**src/rtl/uart_tx_if.sv**
```systemverilog
// FIFO-to-serializer pop handshake: combinational FIFO head plus empty flag in,
// pop request back out.
interface uart_tx_if #(
  parameter int DATA_SIZE = 8
);
  logic                 tx_empty;
  logic [DATA_SIZE-1:0] tx_data;
  logic                 tx_rd;

  // master: serializer side (consumes the head, issues the pop)
  modport master (input tx_empty, input tx_data, output tx_rd);
  // slave: FIFO side
  modport slave  (output tx_empty, output tx_data, input tx_rd);
endinterface

```
**src/rtl/uart_tx.sv**
```systemverilog
// UART transmit serializer: pops a word from the TX FIFO and shifts it out LSB first
// as start / data / optional parity / stop, paced by the shared oversampling tick.
module uart_tx #(
  parameter int DATA_SIZE  = 8,
  parameter int OVERSAMPLE = 16,
  parameter int SB_TICK    = 16,
  parameter int PARITY_EN  = 0,
  parameter int PARITY_ODD = 0
) (
  input  logic      clk,
  input  logic      reset_n,
  input  logic      s_tick,
  uart_tx_if.master fifo,
  output logic      tx,
  output logic      tx_busy,
  output logic      tx_done_tick
);
  localparam int TMAX = (OVERSAMPLE > SB_TICK) ? OVERSAMPLE : SB_TICK;
  localparam int TW   = (TMAX > 1) ? $clog2(TMAX) : 1;
  localparam int BW   = (DATA_SIZE > 1) ? $clog2(DATA_SIZE) : 1;

  localparam logic [TW-1:0] OS_LAST  = TW'(OVERSAMPLE - 1);
  localparam logic [TW-1:0] SB_LAST  = TW'(SB_TICK - 1);
  localparam logic [BW-1:0] BIT_LAST = BW'(DATA_SIZE - 1);

  typedef enum logic [2:0] {IDLE, START, DATA, PARITY, STOP} state_t;

  state_t               state_q, state_d;
  logic [TW-1:0]        tick_q, tick_d;
  logic [BW-1:0]        bit_q, bit_d;
  logic [DATA_SIZE-1:0] shift_q, shift_d;
  logic                 par_q, par_d;
  logic                 tx_q, tx_d;
  logic                 done_q;
  logic                 last_stop, load_ok, pop;

  // The final stop tick doubles as a load slot so frames can run back to back.
  assign last_stop = (state_q == STOP) && (tick_q == SB_LAST);
  assign load_ok   = (state_q == IDLE) || last_stop;
  assign pop       = s_tick & ~fifo.tx_empty & load_ok;
  assign fifo.tx_rd = pop;

  always_comb begin
    state_d = state_q;
    tick_d  = tick_q;
    bit_d   = bit_q;
    shift_d = shift_q;
    par_d   = par_q;
    if (s_tick) begin
      case (state_q)
        IDLE: begin
          if (pop) begin
            state_d = START;
            tick_d  = '0;
            shift_d = fifo.tx_data;
            par_d   = (^fifo.tx_data) ^ (PARITY_ODD != 0);
          end
        end
        START: begin
          if (tick_q == OS_LAST) begin
            state_d = DATA;
            tick_d  = '0;
            bit_d   = '0;
          end else begin
            tick_d = tick_q + 1'b1;
          end
        end
        DATA: begin
          if (tick_q == OS_LAST) begin
            tick_d  = '0;
            shift_d = shift_q >> 1;
            if (bit_q == BIT_LAST) state_d = (PARITY_EN != 0) ? PARITY : STOP;
            else                   bit_d   = bit_q + 1'b1;
          end else begin
            tick_d = tick_q + 1'b1;
          end
        end
        PARITY: begin
          if (tick_q == OS_LAST) begin
            state_d = STOP;
            tick_d  = '0;
          end else begin
            tick_d = tick_q + 1'b1;
          end
        end
        STOP: begin
          if (tick_q == SB_LAST) begin
            tick_d = '0;
            if (pop) begin
              state_d = START;
              shift_d = fifo.tx_data;
              par_d   = (^fifo.tx_data) ^ (PARITY_ODD != 0);
            end else begin
              state_d = IDLE;
            end
          end else begin
            tick_d = tick_q + 1'b1;
          end
        end
        default: state_d = IDLE;
      endcase
    end
  end

  // Line level is decoded from the next state so the registered tx tracks it exactly.
  always_comb begin
    tx_d = 1'b1;
    case (state_d)
      START:   tx_d = 1'b0;
      DATA:    tx_d = shift_d[0];
      PARITY:  tx_d = par_d;
      default: tx_d = 1'b1;
    endcase
  end

  always_ff @(posedge clk or negedge reset_n) begin
    if (!reset_n) begin
      state_q <= IDLE;
      tick_q  <= '0;
      bit_q   <= '0;
      shift_q <= '0;
      par_q   <= 1'b0;
      tx_q    <= 1'b1;
      done_q  <= 1'b0;
    end else begin
      state_q <= state_d;
      tick_q  <= tick_d;
      bit_q   <= bit_d;
      shift_q <= shift_d;
      par_q   <= par_d;
      tx_q    <= tx_d;
      done_q  <= s_tick & last_stop;
    end
  end

  assign tx           = tx_q;
  assign tx_busy      = (state_q != IDLE);
  assign tx_done_tick = done_q;
endmodule

```
**src/flat_wrapper.sv**
```systemverilog
// flat-port wrapper written by rule: the top's interface ports become plain ports
module uart_tx_flat 
#(
  parameter int DATA_SIZE  = 8,
  parameter int OVERSAMPLE = 16,
  parameter int SB_TICK    = 16,
  parameter int PARITY_EN  = 0,
  parameter int PARITY_ODD = 0
)
  (clk, reset_n, s_tick, tx, tx_busy, tx_done_tick, fifo_tx_empty, fifo_tx_data, fifo_tx_rd);
  uart_tx_if #(.DATA_SIZE(DATA_SIZE)) fifo_i ();
  input  logic clk;
  input  logic reset_n;
  input  logic s_tick;
  output logic tx;
  output logic tx_busy;
  output logic tx_done_tick;
  input wire logic [$bits(fifo_i.tx_empty)-1:0] fifo_tx_empty;
  input wire logic [$bits(fifo_i.tx_data)-1:0] fifo_tx_data;
  output wire logic [$bits(fifo_i.tx_rd)-1:0] fifo_tx_rd;
  assign fifo_i.tx_empty = fifo_tx_empty;
  assign fifo_i.tx_data = fifo_tx_data;
  assign fifo_tx_rd = fifo_i.tx_rd;
  uart_tx #(.DATA_SIZE(DATA_SIZE), .OVERSAMPLE(OVERSAMPLE), .SB_TICK(SB_TICK), .PARITY_EN(PARITY_EN), .PARITY_ODD(PARITY_ODD)) u_core (.clk(clk), .reset_n(reset_n), .s_tick(s_tick), .fifo(fifo_i), .tx(tx), .tx_busy(tx_busy), .tx_done_tick(tx_done_tick));
endmodule
```
**config.mk**
```make
export PLATFORM = sky130hd
export DESIGN_NAME = uart_tx_flat
export DESIGN_NICKNAME = d
export VERILOG_FILES = /design/src/rtl/uart_tx_if.sv /design/src/rtl/uart_tx.sv /design/src/flat_wrapper.sv
export SDC_FILE = /design/constraint.sdc
export NUM_CORES = 1
export LEC_CHECK = 0
export BUFFER_PORTS_ARGS = -buffer_cell sky130_fd_sc_hd__buf_2
export CORE_ASPECT_RATIO = 1.4
export CORE_MARGIN = 8
export CORE_UTILIZATION = 45
export CTS_BUF_LIST = sky130_fd_sc_hd__clkbuf_16
export CTS_CLUSTER_SIZE = 12
export DETAILED_ROUTE_END_ITERATION = 8
export PLACE_DENSITY = 0.76
export SLEW_MARGIN = 10
export SYNTH_ARGS = -nofsm -noshare
export SYNTH_HDL_FRONTEND = slang
export SYNTH_SLANG_ARGS = --single-unit
```
**constraint.sdc**
```tcl
create_clock -name clk -period 2 [get_ports clk]
set_input_delay 0.3 -clock clk [delete_from_list [all_inputs] [get_ports clk]]
set_output_delay 0.3 -clock clk [all_outputs]
set_load 0.02 [all_outputs]
```
==> reports/metrics.yaml, run 1 <==
timing:
  slew_headroom: 0.658
  drv_slew: 0
  setup_tns_ps: 0
  setup_viol: 0
  fin_ws_ps: 76.2
  clock_skew_ps: 1.05
  hold_viol_final: 0
  fmax_mhz: 520
  period_minus_slack_ps: 1920
  rsz0062_at_grt: "no"
  tightest_slew_ps: 508
  fin_crit_sh: 0.962
critical_path:
  r2r-start: "u_core.tick_q[0]"
  arrival_ps: 1620
  critPathLaunchType: "register"
  cp_slowest_cell: "or4b_4"
  path_class: "reg2out"
  rrSetupSlack_ps: 100
  reg2reg_depth: 6
  crit_family: "simple AND/OR/NAND/NOR gates"
  reg2reg_to: "u_core.tx"
  startpoint: "u_core.state_q[1]"
  worstPathRequired_ps: 1700
  end_kind: "primary output"
  path_cells: "or4b_4 -> a21oi_4 -> buf_2"
  cp_slowest_stage_delay_ps: 600
  worst-path-max-fanout: 7
  timing.critical_path.buf_inv: 1
cells_and_area:
  antennaDiodeCount: 0
  final_cell_mix: "dfrtp_1, buf_2, o21ai_0"
  drive_gt1_frac: 0.231
  fill_cells: 239
  fin_util: 0.560
  design_area_um2: 1480
  areaGrowthSynthToFinish_pct: 18.9
  fin_cells: 192
  final_common_cell: "dfrtp_1"
  fin_nets: 172
floorplanning:
  die_area_um2: 4730
  start_util: 0.471
  die_h_um: 78.2
  die_w_um: 60.5
  coreArea_um2: 2640
  std_cell_rows: 22
  io_pins: 16
clock_network:
  hold_buffers: 0
  htree_num_levels: 1
  cts_made_buffers: 3
  clock_latency_ps: 250
  cts_buffer_depth: 2
  cts_root_buffer: "clkbuf_16"
  path_clk_slew_ps: 50
  cts_sinks: 21
  cts_tree: "yes"
yosys:
  synth.top_cell.area_share: 0.402
  synth-warning-count: 0
  synth_area_leaders: "dfrtp_1, o21ai_0, xnor2_1"
  ys.flop_type: "dfrtp_1"
  syn_area_um2: 1240
  synth_edf_count: 0
  synth_nets: 150
  yosysTopAreaCell: "dfrtp_1"
  syn_inst: 135
  yosysSeqAreaShare: 0.423
  synth_seq_cells: 21
  synth_cell_types: 39
  synth-async-reset-ratio: 1.00
  avgSynthCellArea_um2: 9.22
drt:
  drcViolationCount: 0
  drt-wirelength-per-cell_um: 15.3
  drtAntennaViolNets: 0
  dr.first_iter.drc_count: 52
  dr.pass1.iters: 4
  drt-total-wl_mm: 2.94
  num_vias: 1079
  viasPerCell: 5.62
placed_design:
  dp.final_hpwl_mm: 2.17
  dp.cells: 187
  dp_slack_ps: 76.9
  gp_congestion: 0.776
  placed_cell_area_um2: 1390
  portBuffers: 15
global_routing:
  grt-busiest-layer: "met2"
  grt_antenna_before_repair: 0
  grt_pass1_vias: 1148
  use_met2: 0.236
  use_met1: 0.157
  grt_max_degree: 22
  grt_usage: 0.139
  use_met3: 0.0228
  grt_pass1_wl_mm: 5.14
  gr-total-overflow: 0
pwr:
  intPower_mw: 0.912
  powerDensity_nw_per_um2: 885
  seqPwrFrac: 0.428
  combPwrFrac: 0.257
  vdd_drop_max_v: 0.000591
  p_leak_nw: 0.643
  switching_share: 0.304
  power.switching_mw: 0.398
  pwr-share-clk: 0.315
flow_run:
  max-cap-violations: 0
outcome:
  status: "finished, final reports clean"
worst_hold_path:
  hold_path.class: "in2async"
[cell families after synthesis]
group / Yosys count / synth area share
compound gates: 45 / 0.247
simple gates: 46 / 0.191
xor+xnor: 7 / 0.0492
mux: 2 / 0.0171
flops: 21 / 0.423
fa+ha+maj: 3 / 0.0302
buf+inv: 11 / 0.0422
[area by class of cell]
class                      instances  area [um^2]  share of cell area
sequential                        21          527               0.356
clock buffer                       3         75.1              0.0507
inverter                           4         15.0              0.0101
timing repair buffer              24          143              0.0964
tap                               36         45.0              0.0304
multi-input combinational        103          672               0.454
clock inverter                     1         3.75             0.00254
[cells in the mapped netlist (2+ instances only)]
cell type  number
a21oi_1         8
o21a_1          2
nor2_1         11
inv_1           4
buf_4           2
and3_1          2
o31ai_1         3
nand2_1        13
clkbuf_1        2
nor2b_1         6
a211oi_1        2
xnor2_1         7
a21o_1          2
dfrtp_1        20
ha_1            3
a31oi_1         2
nand3_1         4
o2bb2ai_1       5
o21ai_0        14
buf_2           3
a22o_1          2
[layer usage]
metal	up-vias	wire length [um]
met4	0	78
met5	-	0
li1	528	-
met1	521	1230
met2	23	1530
met3	7	109
[flip-flops by register name, indices dropped and copies added, names as in the netlist]
name / cells
u_core.shift_q: 8
u_core.tick_q: 4
u_core.bit_q: 3
u_core.state_q: 3
u_core.par_q: 1
u_core.tx: 1
u_core.tx_done_tick: 1
[power groups by stage]
| stage | clock network [mW] | registers (mW) | logic (mW) |
|---|---|---|---|
| 2_1_floorplan | 0 | 0.563 | 0.220 |
| 5_1_grt | 0.440 | 0.568 | 0.375 |
| 3_5_place_dp | 0 | 0.565 | 0.328 |
| 3_3_place_gp | 0 | 0.560 | 0.311 |
| 6_report | 0.413 | 0.561 | 0.336 |
| 4_1_cts | 0.423 | 0.557 | 0.332 |
[worst max-delay path by stage]
stage,endpoint,slack [ps],cells after the start
after floorplan,u_core.tx,170,6
after CTS,fifo_tx_rd,40,3
after global routing,fifo_tx_rd,30,3
after global placement,u_core.tx,210,6
final,fifo_tx_rd,80,3
after detailed placement,u_core.tx,80,6
[worst reg2reg max path, cell delays in order, from the launching register on]
cell     delay (ps)
dfrtp_1         400
ha_1            260
and3_1          210
and3_1          240
a32oi_1         230
o21ai_0         170
a211o_1         310
[per-stage QoR]
step | hold slack (ps) | power (mW)
after floorplan | 4.41 | 0.783
after global placement | 274 | 0.871
after detailed placement | 285 | 0.893
after CTS | 12.5 | 1.31
after global routing | 37.6 | 1.38
final | 1.85 | 1.31
[repair_timing]
item / CTS / global route
endpoints found under the setup margin: 0 / 3
setup buffers: 0 / 1
resized for setup: 0 / 2
Power figures use the tool's default switching activity.
==> inputs of run 2 (changes only) <==
Settings changed: CELL_PAD_IN_SITES_DETAIL_PLACEMENT set to 2, CELL_PAD_IN_SITES_GLOBAL_PLACEMENT set to 2, CORE_UTILIZATION 45 to 31, CTS_CLUSTER_DIAMETER set to 150, MAX_ROUTING_LAYER set to met4, PLACE_DENSITY 0.76 to 0.82.
==> reports/metrics.yaml, run 2 (synthesized netlist as in run 1, its figures left out) <==
critical_path:
  arrival_ps: 1630
  r2r-start: "u_core.tick_q[0]"
  worst-path-max-fanout: 7
  startpoint: "u_core.state_q[1]"
  end_kind: "primary output"
  reg2reg_depth: 6
  path_class: "reg2out"
  critPathLaunchType: "register"
  worstPathRequired_ps: 1700
global_routing:
  grt_pass1_wl_mm: 6.32
  grt_max_degree: 22
  grt_usage: 0.125
  grt_antenna_before_repair: 0
  gr-total-overflow: 0
  grt_pass1_vias: 1291
placed_design:
  portBuffers: 15
  dp.final_hpwl_mm: 2.83
  dp_slack_ps: -12.0
  gp_congestion: 0.779
  placed_cell_area_um2: 1400
drt:
  num_vias: 1132
  drt-wirelength-per-cell_um: 19.1
  viasPerCell: 5.66
  dr.first_iter.drc_count: 29
  drtAntennaViolNets: 0
  dr.pass1.iters: 2
  drcViolationCount: 0
  drt-total-wl_mm: 3.82
floorplanning:
  coreArea_um2: 3880
  die_w_um: 69.6
  io_pins: 16
  start_util: 0.320
  die_area_um2: 6330
  die_h_um: 91.0
  std_cell_rows: 27
cells_and_area:
  reg_top3: "u_core.shift_q: 8 flops, u_core.tick_q: 4 flops"
  final_cell_mix: "dfrtp_1, buf_2, nand2_1, o21ai_0, nor2_1"
  final_common_cell: "dfrtp_1"
  antennaDiodeCount: 0
  areaGrowthSynthToFinish_pct: 21.0
  fin_nets: 173
  drive_gt1_frac: 0.242
  largest_reg_flops: 8
  top_register: "u_core.shift_q"
  design_area_um2: 1510
timing:
  slew_headroom: 0.629
  fmax_mhz: 519
  hold_ws_ps: 3.34
  fin_crit_sh: 0.963
  hold_viol_final: 0
  drv_slew: 0
  period_minus_slack_ps: 1930
  fin_ws_ps: 74.6
  tightest_slew_ps: 551
  rsz0062_at_grt: "no"
  setup_viol: 0
  clock_skew_ps: 1.45
clock_network:
  cts_root_buffer: "clkbuf_16"
  cts_buffer_depth: 2
  cts_tree: "yes"
  htree_num_levels: 1
  clock_latency_ps: 250
  cts_made_buffers: 3
  cts_sinks: 21
  path_clk_slew_ps: 60
pwr:
  vdd_drop_max_v: 0.000580
  p_leak_nw: 0.647
  powerDensity_nw_per_um2: 894
flow_run:
  max-cap-violations: 0
outcome:
  status: "finished, final reports clean"
worst_hold_path:
  hold_path.class: "in2async"
-- run 2: cell types whose count changed in the layout (fill, tap and decap cells not counted) --
| cell | before | now |
|---|---|---|
| ha_1 | 3 | 2 |
| nand3_4 | 0 | 1 |
| o21ai_0 | 14 | 13 |
| o21ai_1 | 0 | 1 |
| ha_2 | 0 | 1 |
| nand3_2 | 1 | 0 |
| buf_4 | 9 | 10 |
-- run 2: repair_timing --
item | 4_1_cts | 5_1_grt
endpoints found under the setup margin | 2 | 9
resized for setup | 1 | 4
pin swaps | 1 | 1
buffers inserted | 2 | 0
hold buffers | 0 | 0
-- run 2: worst paths after layout --
kind	to	slack (ps)
worst max register to register	u_core.tx	110
worst min-delay path	u_core.shift_q[5]	3
max in group asynchronous	u_core.tx	1640
worst min register to register	u_core.bit_q[2]	500
worst max-delay path	fifo_tx_rd	70
min in group clk	u_core.shift_q[0]	380
-- run 2: cell type report --
| cell class | count | area, um^2 |
|---|---|---|
| fillers | 437 | 2380 |
| multi-input cells | 103 | 682 |
| flip-flops and latches | 21 | 527 |
| repair buffers | 25 | 150 |
| clock buffers | 3 | 75.1 |
| well taps | 43 | 53.8 |
| inverters | 4 | 15.0 |
| clock inverters | 1 | 3.75 |
-- run 2: power breakdown --
group          leakage (nW)  internal (mW)  switching, mW
Combinational         0.337          0.147          0.209
Clock                0.0423          0.267          0.154
Sequential            0.268          0.501         0.0693
-- run 2: through the flow --
| step | instances | power (mW) | util | TNS, ps |
|---|---|---|---|---|
| 6_report | 200 | 1.35 | 0.388 | 0 |
| 5_1_grt | 200 | 1.43 | 0.388 | 0 |
| 4_1_cts | 200 | 1.34 | 0.385 | 0 |
| 3_5_place_dp | 194 | 0.905 | 0.359 | -12.0 |
| 3_3_place_gp | 194 | 0.876 | 0.359 | 0 |
| 2_1_floorplan | 135 | 0.783 | - | 0 |
-- run 2: per-layer routing --
metal | wire (um) | vias to the layer above | global-route usage | part of all wire
met5 | 0 | - | - | 0
met4 | 91 | 0 | 0.0549 | 0.024
met3 | 93 | 9 | 0.0196 | 0.024
met2 | 2080 | 21 | 0.222 | 0.55
met1 | 1550 | 570 | 0.132 | 0.41
li1 | - | 532 | - | -
-- run 2: worst max-delay path, stage by stage (launching register included) --
cell	delay [ps]
dfrtp_1	380
or4b_4	600
a21oi_4	180
buf_2	210
==> inputs of run 3 (changes only) <==
Settings changed: PLACE_DENSITY 0.82 to not set, PLACE_DENSITY_LB_ADDON set to 0.1.
==> reports/metrics.yaml, run 3 (synthesized netlist as in run 1, its figures left out) <==
outcome:
  status: "finished, final reports clean"
global_routing:
  grt_pass1_vias: 1301
  grt_usage: 0.135
  gr-total-overflow: 0
  grt_pass1_wl_mm: 6.73
  grt_max_degree: 22
  grt_antenna_before_repair: 0
clock_network:
  cts_made_buffers: 3
  htree_num_levels: 1
  cts_tree: "yes"
  hold_buffers: 0
  clock_latency_ps: 260
  cts_buffer_depth: 2
  path_clk_slew_ps: 60
  cts_sinks: 21
  cts_root_buffer: "clkbuf_16"
floorplanning:
  die_h_um: 91.0
  coreArea_um2: 3880
  io_pins: 16
  start_util: 0.320
  std_cell_rows: 27
  die_w_um: 69.6
  die_area_um2: 6330
critical_path:
  arrival_ps: 1630
  end_kind: "primary output"
  worst-path-max-fanout: 7
  startpoint: "u_core.state_q[1]"
  critPathLaunchType: "register"
  r2r-start: "u_core.tick_q[0]"
  worstPathRequired_ps: 1700
  path_class: "reg2out"
drt:
  drt-total-wl_mm: 3.97
  dr.pass1.iters: 4
  dr.first_iter.drc_count: 41
  drt-wirelength-per-cell_um: 19.6
  drcViolationCount: 0
  num_vias: 1097
  drtAntennaViolNets: 0
  viasPerCell: 5.43
cells_and_area:
  antennaDiodeCount: 0
  areaGrowthSynthToFinish_pct: 22.6
  final_common_cell: "dfrtp_1"
  reg_top3: "u_core.shift_q: 8 flops, u_core.tick_q: 4 flops"
  design_area_um2: 1530
  fin_util: 0.393
  drive_gt1_frac: 0.245
  top_register: "u_core.shift_q"
  final_cell_mix: "dfrtp_1, buf_2, nand2_1, o21ai_0, buf_4"
  largest_reg_flops: 8
  fin_nets: 175
pwr:
  vdd_drop_max_v: 0.000345
  powerDensity_nw_per_um2: 900
  combPwrFrac: 0.266
  pwr-share-clk: 0.320
  p_leak_nw: 0.657
  total_power_mw: 1.37
  switching_share: 0.330
  seqPwrFrac: 0.414
  power.switching_mw: 0.453
  intPower_mw: 0.921
placed_design:
  dp.final_hpwl_mm: 2.89
  placed_cell_area_um2: 1420
  dp_slack_ps: -11.0
  portBuffers: 15
  gp_congestion: 0.792
worst_hold_path:
  hold_path.class: "in2async"
timing:
  setup_tns_ps: 0
  period_minus_slack_ps: 1930
  fin_crit_sh: 0.967
  hold_viol_final: 0
  tightest_slew_ps: 520
  fmax_mhz: 517
  fin_ws_ps: 65.3
  slew_headroom: 0.654
  clock_skew_ps: 3.70
  setup_viol: 0
  drv_slew: 0
flow_run:
  max-cap-violations: 0
[run 3: metal layers]
layer | vias to the layer above | track usage | part of all wire
met5 | - | - | 0
met4 | 0 | 0.0463 | 0.017
met2 | 19 | 0.253 | 0.56
met3 | 7 | 0.0218 | 0.033
li1 | 529 | - | -
met1 | 542 | 0.136 | 0.39
[run 3: path summary, 6_finish.rpt]
path / endpoint / slack [ps] / cells past startpoint
setup reg to reg: u_core.tx / 80 / 6
hold / removal: u_core.shift_q[6] / 8 / 1
setup / recovery: fifo_tx_rd / 70 / 3
max in group asynchronous: u_core.tx / 1620 / 1
hold reg to reg: u_core.bit_q[1] / 520 / 1
min in group clk: u_core.shift_q[7] / 370 / 3
[run 3: metrics by stage]
| step | cells | hold WS [ps] |
|---|---|---|
| floorplan | 135 | 4.41 |
| global route | 202 | 45.0 |
| global placement | 197 | 303 |
| detailed placement | 197 | 303 |
| CTS | 202 | 25.6 |
| finish | 202 | 8.02 |
[run 3: final cells by class]
cell class / count / area [um^2]
well taps: 43 / 53.8
fillers: 442 / 2360
clock buffers: 3 / 75.1
repair buffers: 27 / 165
multi-input cells: 103 / 686
flip-flops and latches: 21 / 527
inverters: 4 / 15.0
clock inverters: 1 / 5.00
[run 3: power groups by stage]
stage | clock, mW | sequential [mW] | combinational (mW)
6_report | 0.440 | 0.569 | 0.366
3_5_place_dp | 0 | 0.570 | 0.344
5_1_grt | 0.459 | 0.578 | 0.408
2_1_floorplan | 0 | 0.563 | 0.220
3_3_place_gp | 0 | 0.562 | 0.328
4_1_cts | 0.450 | 0.561 | 0.355
[run 3: repair_timing]
item,in CTS,in global routing
resized for setup,1,3
pin swaps,0,1
setup endpoints to repair,2,3
gates cloned,0,0
hold endpoints to repair,0,0
buffers inserted,1,0
[run 3: worst max-delay path: stages (launching register included)]
cell	delay, ps
dfrtp_1	380
or4b_4	600
a21oi_4	190
buf_2	200
